--- config.mk ---
export PLATFORM = sky130hd
export DESIGN_NAME = vga_sram_arbiter
export DESIGN_NICKNAME = d
export VERILOG_FILES = /design/src/rtl/vga_pkg.sv /design/src/rtl/word_fifo.sv /design/src/rtl/vga_sram_arbiter.sv
export SDC_FILE = /design/constraint.sdc
export NUM_CORES = 1
export LEC_CHECK = 0
export CAP_MARGIN = 0
export CORE_UTILIZATION = 40
export CTS_CLUSTER_DIAMETER = 80
export DETAILED_ROUTE_END_ITERATION = 8
export PLACE_DENSITY = 0.68
export SLEW_MARGIN = 30
export SYNTH_ARGS = -nofsm -noshare
export SYNTH_HDL_FRONTEND = slang
export SYNTH_SLANG_ARGS = --single-unit
export TNS_END_PERCENT = 1
--- constraint.sdc ---
create_clock -name i_clk_25M -period 3.2 [get_ports i_clk_25M]
set_clock_uncertainty 0.05 [all_clocks]
set_input_delay 0.64 -clock i_clk_25M [delete_from_list [all_inputs] [get_ports i_clk_25M]]
set_output_delay 0.64 -clock i_clk_25M [all_outputs]
set_load 0.02 [all_outputs]
--- src/rtl/vga_pkg.sv ---
// VGA 640x480 timing constants and shared SRAM arbiter types.
package vga_pkg;

    localparam int H_VISIBLE = 640;
    localparam int H_FRONT   = 16;
    localparam int H_SYNC    = 96;
    localparam int H_BACK    = 48;
    localparam int H_TOTAL   = H_VISIBLE + H_FRONT + H_SYNC + H_BACK;

    localparam int V_VISIBLE = 480;
    localparam int V_FRONT   = 10;
    localparam int V_SYNC    = 2;
    localparam int V_BACK    = 33;
    localparam int V_TOTAL   = V_VISIBLE + V_FRONT + V_SYNC + V_BACK;

    // Two 8-bit grey pixels per 16-bit SRAM word
    localparam int FRAME_WORDS = H_VISIBLE * V_VISIBLE / 2;

    typedef enum logic [1:0] {
        IDLE,
        READ,
        WRITE
    } sram_state_t;

endpackage

--- src/rtl/word_fifo.sv ---
// Synchronous FIFO holding packed {address, word} entries for the loader.
module word_fifo #(
    parameter int W     = 36,
    parameter int DEPTH = 4
) (
    input  logic         i_clk_25M,
    input  logic         i_rst,
    input  logic         i_flush,
    input  logic         i_push,
    input  logic         i_pop,
    input  logic [W-1:0] i_din,
    output logic [W-1:0] o_dout,
    output logic         o_full,
    output logic         o_empty
);

    localparam int PW = $clog2(DEPTH);

    logic [W-1:0] mem [DEPTH];
    logic [PW:0]  wr_ptr;
    logic [PW:0]  rd_ptr;
    logic         do_push;
    logic         do_pop;

    assign o_empty = (wr_ptr == rd_ptr);
    assign o_full  = (wr_ptr[PW] != rd_ptr[PW]) &&
                     (wr_ptr[PW-1:0] == rd_ptr[PW-1:0]);
    assign o_dout  = mem[rd_ptr[PW-1:0]];
    assign do_push = i_push && !o_full;
    assign do_pop  = i_pop && !o_empty;

    always_ff @(posedge i_clk_25M or posedge i_rst) begin
        if (i_rst) begin
            wr_ptr <= '0;
            rd_ptr <= '0;
        end else if (i_flush) begin
            wr_ptr <= '0;
            rd_ptr <= '0;
        end else begin
            if (do_push) wr_ptr <= wr_ptr + 1'b1;
            if (do_pop)  rd_ptr <= rd_ptr + 1'b1;
        end
    end

    always_ff @(posedge i_clk_25M) begin
        if (do_push) mem[wr_ptr[PW-1:0]] <= i_din;
    end

endmodule

--- src/rtl/vga_sram_arbiter.sv ---
// Single-port SRAM arbiter: VGA reads always win, RS232 pixel
// pairs are packed into words and written through a small FIFO.
module vga_sram_arbiter
    import vga_pkg::*;
#(
    parameter int AW          = 20,
    parameter int FRAME_WORDS = vga_pkg::FRAME_WORDS,
    parameter int FIFO_DEPTH  = 4
) (
    input  logic          i_clk_25M,
    input  logic          i_rst,
    input  logic          i_frame_start,
    input  logic [7:0]    i_wr_data,
    input  logic          i_wr_valid,
    output logic          o_wr_ready,
    input  logic          i_rd_req,
    input  logic [AW-1:0] i_rd_addr,
    output logic [15:0]   o_rd_data,
    output logic          o_rd_valid,
    output logic          o_frame_done,
    output logic [AW-1:0] o_sram_addr,
    output logic [15:0]   o_sram_dq_out,
    output logic          o_sram_dq_oe,
    input  logic [15:0]   i_sram_dq_in,
    output logic          o_sram_ce_n,
    output logic          o_sram_oe_n,
    output logic          o_sram_we_n
);

    localparam int FW = AW + 16;
    localparam logic [AW-1:0] LAST_ADDR = AW'(FRAME_WORDS - 1);

    sram_state_t   state;
    sram_state_t   state_nxt;
    logic          hold_valid;
    logic [7:0]    hold_byte;
    logic [AW-1:0] wr_addr;
    logic          accept;
    logic          push;
    logic          pop;
    logic          fifo_full;
    logic          fifo_empty;
    logic [FW-1:0] fifo_dout;

    assign o_wr_ready = !(fifo_full && hold_valid);
    assign accept     = i_wr_valid && o_wr_ready;
    assign push       = accept && hold_valid && !i_frame_start;
    assign pop        = (state_nxt == WRITE);

    word_fifo #(
        .W     (FW),
        .DEPTH (FIFO_DEPTH)
    ) u_fifo (
        .i_clk_25M (i_clk_25M),
        .i_rst     (i_rst),
        .i_flush   (i_frame_start),
        .i_push    (push),
        .i_pop     (pop),
        .i_din     ({wr_addr, i_wr_data, hold_byte}),
        .o_dout    (fifo_dout),
        .o_full    (fifo_full),
        .o_empty   (fifo_empty)
    );

    // A byte arriving with frame_start becomes the low byte of word 0
    always_ff @(posedge i_clk_25M or posedge i_rst) begin
        if (i_rst) begin
            hold_valid <= 1'b0;
            hold_byte  <= '0;
            wr_addr    <= '0;
        end else if (i_frame_start) begin
            hold_valid <= accept;
            if (accept) hold_byte <= i_wr_data;
            wr_addr <= '0;
        end else if (accept) begin
            if (hold_valid) begin
                hold_valid <= 1'b0;
                wr_addr    <= (wr_addr == LAST_ADDR) ? '0
                                                     : wr_addr + 1'b1;
            end else begin
                hold_valid <= 1'b1;
                hold_byte  <= i_wr_data;
            end
        end
    end

    always_ff @(posedge i_clk_25M or posedge i_rst) begin
        if (i_rst) state <= IDLE;
        else       state <= state_nxt;
    end

    always_comb begin
        state_nxt = IDLE;
        if (i_rd_req)
            state_nxt = READ;
        else if (!fifo_empty && !i_frame_start)
            state_nxt = WRITE;
    end

    always_comb begin
        o_sram_ce_n  = 1'b1;
        o_sram_oe_n  = 1'b1;
        o_sram_we_n  = 1'b1;
        o_sram_dq_oe = 1'b0;
        o_frame_done = 1'b0;
        unique case (state)
            READ: begin
                o_sram_ce_n = 1'b0;
                o_sram_oe_n = 1'b0;
            end
            WRITE: begin
                o_sram_ce_n  = 1'b0;
                o_sram_we_n  = 1'b0;
                o_sram_dq_oe = 1'b1;
                o_frame_done = (o_sram_addr == LAST_ADDR);
            end
            default: ;
        endcase
    end

    always_ff @(posedge i_clk_25M or posedge i_rst) begin
        if (i_rst) begin
            o_rd_valid    <= 1'b0;
            o_rd_data     <= '0;
            o_sram_addr   <= '0;
            o_sram_dq_out <= '0;
        end else begin
            o_rd_valid <= (state == READ);
            if (state == READ) o_rd_data <= i_sram_dq_in;
            case (state_nxt)
                READ: o_sram_addr <= i_rd_addr;
                WRITE: begin
                    o_sram_addr   <= fifo_dout[FW-1:16];
                    o_sram_dq_out <= fifo_dout[15:0];
                end
                default: ;
            endcase
        end
    end

endmodule

; ---- After elaboration in Yosys (flattened, before gate mapping)
; Memories as Yosys holds them, arrays and structs flattened.
; Cells that the tools add are included.
[classes]
add_sub_neg = 3
multipliers = 0
n_div = 0
magnitude_cmp = 0
eq_ne = 10
shifts = 0
n_mux = 25
n_bitwise = 0
n_reduce_logical = 20
[ops]
columns = operator, count
row1 = 20-bit two-way mux, 4
row2 = 20-bit by 18-bit == test with 1-bit output (second input constant), 2
row3 = 20-bit case mux with 2 select lines, 1
row4 = 8-bit two-way mux, 4
row5 = 20-bit by 1-bit adder with 20-bit output (second input constant), 1
row6 = 3-bit two-way mux, 4
row7 = 1-bit two-way mux, 10
row8 = 2-bit nonzero test, 5
row9 = 1-bit logical AND, 8
row10 = 3-bit by 1-bit adder with 3-bit output (second input constant), 2
row11 = 2-bit by 1-bit == test with 1-bit output (second input constant), 2
row12 = 2-bit == test (second input constant), 2
row13 = 1-bit logical NOT, 4
row14 = 2-bit two-way mux, 2
row15 = 2-bit AND reduction, 2
row16 = 3-bit == test, 1
row17 = 2-bit == test, 1
row18 = 2-bit != test (second input constant), 1
row19 = 2-bit OR reduction, 1
row20 = 1-bit != test, 1
[word_totals]
reg_bits = 90
latch_bits = 0
mem_bits_rw = 144
rom_bits = 0
input_bits = 49
output_inout_bits = 59
word_cells = 69
memories = 1
[memory_table]
columns = memory, depth, word_bits, read_ports, rd_ports_with_merged_regs, wr, line
row1 = u_fifo.mem, 4, 36, 1, 0, 1, word_fifo.sv:19  ; logic [W-1:0] mem [DEPTH];

; ---- Longest topological paths before layout
[logic_depth]
ltp_word = 10
ltp_mapped = 8
mapped_depth_nobuf = 6

; ---- By module
; A second synthesis with hierarchy kept.
[hier_totals]
cells_unflattened = 571
area_unflattened_um2 = 9507.9
[by_module_without_submodules]
columns = module, instances, cells_each, area_per_inst_um2, seq_area_each_um2
row1 = word_fifo, 1, 252, 5746.8, 4474.3
row2 = vga_sram_arbiter, 1, 319, 3761.1, 2102.0

; ---- Worst setup path before layout
; OpenSTA, ideal clock, no wires.
[synth_path]
path_type = flip-flop to output port
startpoint = register state[0]
endpoint = output o_frame_done
arrival_time_ns = 1.936
t_required_ns = 2.510
path_slack_ns = 0.574
path_stages_with_launch = 6
n_path_buf = 0
path_cell_list = dfrtp_1 inv_1 ha_1 inv_1 or3_1 nor4_1
[synth_via]
elab_chain_cells = 2
[synth_lines]
columns = element, line
row1 = from (decl), vga_sram_arbiter.sv:33  ; sram_state_t state;
row2 = from (signal assigned), vga_sram_arbiter.sv:89  ; else state <= state_nxt;
row3 = 2-bit == test, vga_sram_arbiter.sv:106  ; unique case (state)
row4 = 1-bit two-way mux, vga_sram_arbiter.sv:106
row5 = to (decl), vga_sram_arbiter.sv:20  ; output logic o_frame_done,
; No other way between the ends.

; ---- Worst setup path after layout
[layout_path]
startpoint = register u_fifo.wr_ptr[0]
endpoint = output o_wr_ready
[layout_via]
elab_chain_cells = 4
[layout_lines]
columns = element, line
row1 = from (decl), word_fifo.sv:20  ; logic [PW:0] wr_ptr;
row2 = from (signal assigned), word_fifo.sv:40  ; if (do_push) wr_ptr <= wr_ptr + 1'b1;
row3 = 2-bit == test, word_fifo.sv:27  ; (wr_ptr[PW-1:0] == rd_ptr[PW-1:0]);
row4 = 1-bit logical AND, word_fifo.sv:26  ; assign o_full = (wr_ptr[PW] != rd_ptr[PW]) &&
row5 = 1-bit logical AND, vga_sram_arbiter.sv:45  ; assign o_wr_ready = !(fifo_full && hold_valid);
row6 = 1-bit logical NOT, vga_sram_arbiter.sv:45
row7 = to (decl), vga_sram_arbiter.sv:15  ; output logic o_wr_ready,
; No other way between the ends.

==> impl_metrics.env <==
export IMPL_clock_latency_ns=0.51
export IMPL_antenna_left=0
export IMPL_r2r_start="wr_addr[13]"
export IMPL_rr_worst_depth=6
export IMPL_switching_power_mw=1.93
export IMPL_diodes=0
export IMPL_core_area_um2=22700
export IMPL_ir_drop_v=0.000266
export IMPL_fin_area_um2=11700
export IMPL_ys_warn_count=0
export IMPL_die_x_um=155
export IMPL_place_area_um2=10800
export IMPL_crit_family="buffers and inverters"
export IMPL_p_leak_nw=4.18
export IMPL_end_kind="primary output"
export IMPL_synthArstFlopShare_pct=38.5
export IMPL_setup_viol_count_final=0
export IMPL_dieArea_um2=23900
export IMPL_port_buffers=107
export IMPL_gr_total_overflow=0
export IMPL_cts_htree_levels=1
export IMPL_period_needed_ns=2.87
export IMPL_antenna_found_initial=0
export IMPL_clkTransAtPathRegs_ns=0.06
export IMPL_r2r_slack_ns=1.03
export IMPL_worst_slew_pin_slew_ns=0.830
export IMPL_crit_required_ns=2.51
export IMPL_via_per_inst=5.34
export IMPL_startpoint_type="flop"
export IMPL_rsz0062_at_grt="false"
export IMPL_syn_cell_area_um2=9310
export IMPL_crit_fanout=5
export IMPL_path_buf_inv=2
export IMPL_dp_hpwl_um=11800
export IMPL_cts_tree="built"
export IMPL_track_usage_pct=16.3
export IMPL_finalHoldViolCount=0
export IMPL_numCtsBuffers=26
export IMPL_dr_total_vias=5247
export IMPL_drv_cap=0
export IMPL_synth_edf_count=144
export IMPL_syn_nets=604
export IMPL_synth_area_per_cell_um2=17.0
export IMPL_synth_seq_cells=234
export IMPL_routed_wirelength_um=18700
export IMPL_io_pins=108
export IMPL_synth_cells=547
export IMPL_rows=55
export IMPL_ys_types=46
export IMPL_drc=0
export IMPL_cpPeakStageDelay_ns=0.61
export IMPL_grt_pass1_vias=5616
export IMPL_hold_path_class="in -> async"
export IMPL_routedWlPerCell_um=19.1
export IMPL_p_per_area_nw_per_um2=669
export IMPL_grt_max_degree=61
export IMPL_post_cts_buffers=0
export IMPL_clock_sink_count=234
export IMPL_firstDrtPassIters=4
export IMPL_syn_to_final_growth_pct=25.3
export IMPL_path_cells="xnor2_1, buf_4, and3_1, nand2_1, clkdlybuf4s50_1"
export IMPL_timing_final_max_slew_violations=0
export IMPL_switching_share_pct=24.7
export IMPL_comb_power_share_pct=17.0
export IMPL_timing_setup_critical_path_class="reg -> out"
export IMPL_drt_iter0_drc=277
export IMPL_fmax_ghz=0.349
export IMPL_floorplan_initialDensity_pct=41.0
export IMPL_intPower_mw=5.87
export IMPL_crit_path_top_delay_cell="clkdlybuf4s50_1"
export IMPL_cp_arrival_ns=2.18
export IMPL_synthFlopType="edfxtp_1"
export IMPL_relSlewSlack_pct=44.4
export IMPL_seq_power_share_pct=46.0
export IMPL_die_h_um=155
export IMPL_drive_gt1_share_pct=21.1
export IMPL_cts_buffer_depth=3
export IMPL_ys_seq_area_share_pct=70.7
export IMPL_grt_pass1_wl_um=30200
export IMPL_final_nets=735
export IMPL_fin_crit_sh_pct=89.6
export IMPL_gp_congestion=0.794
export IMPL_cts_root_buf="clkbuf_16"
export IMPL_tns_ns=0
export IMPL_worstReg2RegEnd="wr_addr[17]"
export IMPL_status="complete, no violations"
export IMPL_p_clk_share_pct=37.0
## how the worst max path moves through the flow
| stage | from | endpoint | slack, ns | cells after the start |
|---|---|---|---|---|
| global route | u_fifo.wr_ptr[0] | o_wr_ready | 0.25 | 5 |
| floorplan | i_rst | hold_byte[0] | 0.17 | 1 |
| detailed placement | i_frame_start | u_fifo.mem[1][20] | 0.54 | 5 |
| global placement | state[0] | o_frame_done | 0.59 | 6 |
| CTS | state[0] | o_frame_done | 0.03 | 6 |
| finish | u_fifo.wr_ptr[0] | o_wr_ready | 0.33 | 5 |
## cells in the final DEF (no fill, tap or decap), drive strengths merged, types with 2 or more instances in the layout
cell type | Yosys | layout
a31oi | 10 | 10
nand2b | 4 | 4
xor2 | 4 | 4
clkdlybuf4s50 | 0 | 106
a21o | 2 | 2
and3 | 3 | 3
bufinv | 0 | 2
nand3 | 11 | 11
nor3 | 3 | 3
mux4 | 36 | 36
clkinv | 0 | 12
buf | 13 | 22
mux2i | 21 | 21
a22o | 5 | 5
clkbuf | 13 | 34
nand2 | 32 | 32
xnor2 | 7 | 7
ha | 8 | 8
nor2 | 16 | 16
mux2 | 42 | 42
and4 | 3 | 3
a311oi | 2 | 2
nand4 | 9 | 9
dfrtp | 90 | 90
and2 | 5 | 5
o21ai | 24 | 24
a21oi | 13 | 13
edfxtp | 144 | 144
nand3b | 2 | 2
inv | 13 | 13
## logic make-up after synthesis
group	count (synthesis)	share of synthesized area (%)
AOI/OAI and AO/OA	60	3.95
muxes	99	16.1
DFF	234	70.7
adders and majority gates	8	1.08
and+or+nand+nor	96	5.28
xor gates and xnor gates	11	1.04
buffers and inverters	39	1.94
## final cells by class
cell class	count	area, µm²
timing repair buffer	129	1260
fill	1846	11000
inverter	13	50.0
tap	285	357
clock inverter	14	126
clock buffer	34	712
sequential	234	6580
multi-input combinational	274	2570
## cell usage after synthesis (all sizes together) (2+ instances only)
master    n  area share, %
a21o      2           0.16
a21oi    13           0.74
a22o      5           0.47
a311oi    2           0.26
a31oi    10           0.67
and2      5           0.34
and3      3           0.20
and4      3           0.28
buf      13           0.89
clkbuf   13           0.52
dfrtp    90             24
edfxtp  144             46
ha        8            1.1
inv      13           0.52
mux2     42            5.1
mux2i    21            2.3
mux4     36            8.7
nand2    32            1.3
nand2b    4           0.27
nand3    11           0.59
nand3b    2           0.16
nand4     9           0.60
nor2     16           0.65
nor3      3           0.16
o21ai    24            1.3
xnor2     7           0.66
xor2      4           0.38
## flip-flops by register name (all words and copies together) (netlist names)
signal	cells
wr_addr	20
o_sram_dq_out	16
state	2
o_rd_data	16
u_fifo.rd_ptr	3
o_sram_addr	20
u_fifo.wr_ptr	3
u_fifo.mem	144
o_rd_valid	1
hold_byte	8
hold_valid	1
## power groups by stage
stage               sequential, mW  combinational [mW]  clock (mW)
CTS                           3.59                1.35        2.95
global route                  3.62                1.41        3.06
finish                        3.59                1.33        2.88
global placement              3.63                1.32           0
detailed placement            3.65                1.34           0
floorplan                     3.83               0.542           0
## through the flow
stage | utilization, % | worst slack [ns] | total power, mW | hold WS [ns] | instances
after floorplan | - | 0.175 | 4.37 | 0.422 | 547
after global placement | 47.6 | 0.594 | 4.94 | 0.436 | 935
after detailed placement | 47.6 | 0.538 | 4.99 | 0.447 | 935
after CTS | 51.3 | 0.0327 | 7.89 | 0.430 | 983
after global routing | 51.3 | 0.249 | 8.10 | 0.469 | 983
final | 51.3 | 0.333 | 7.79 | 0.430 | 983
## metal layers
metal | global-route usage [%] | up-vias | share of wire [%]
li1 | - | 2372 | -
met1 | 20.8 | 2692 | 43
met2 | 28.2 | 144 | 50
met3 | 2.89 | 39 | 4.6
met4 | 5.28 | 0 | 2.9
met5 | 0 | - | 0
## what timing repair did
action / in CTS / in global routing
endpoints found under the setup margin: 0 / 1
gates resized for setup: 0 / 1
hold buffers: 0 / 0
Note: power is estimated with default switching activity, not from simulation.
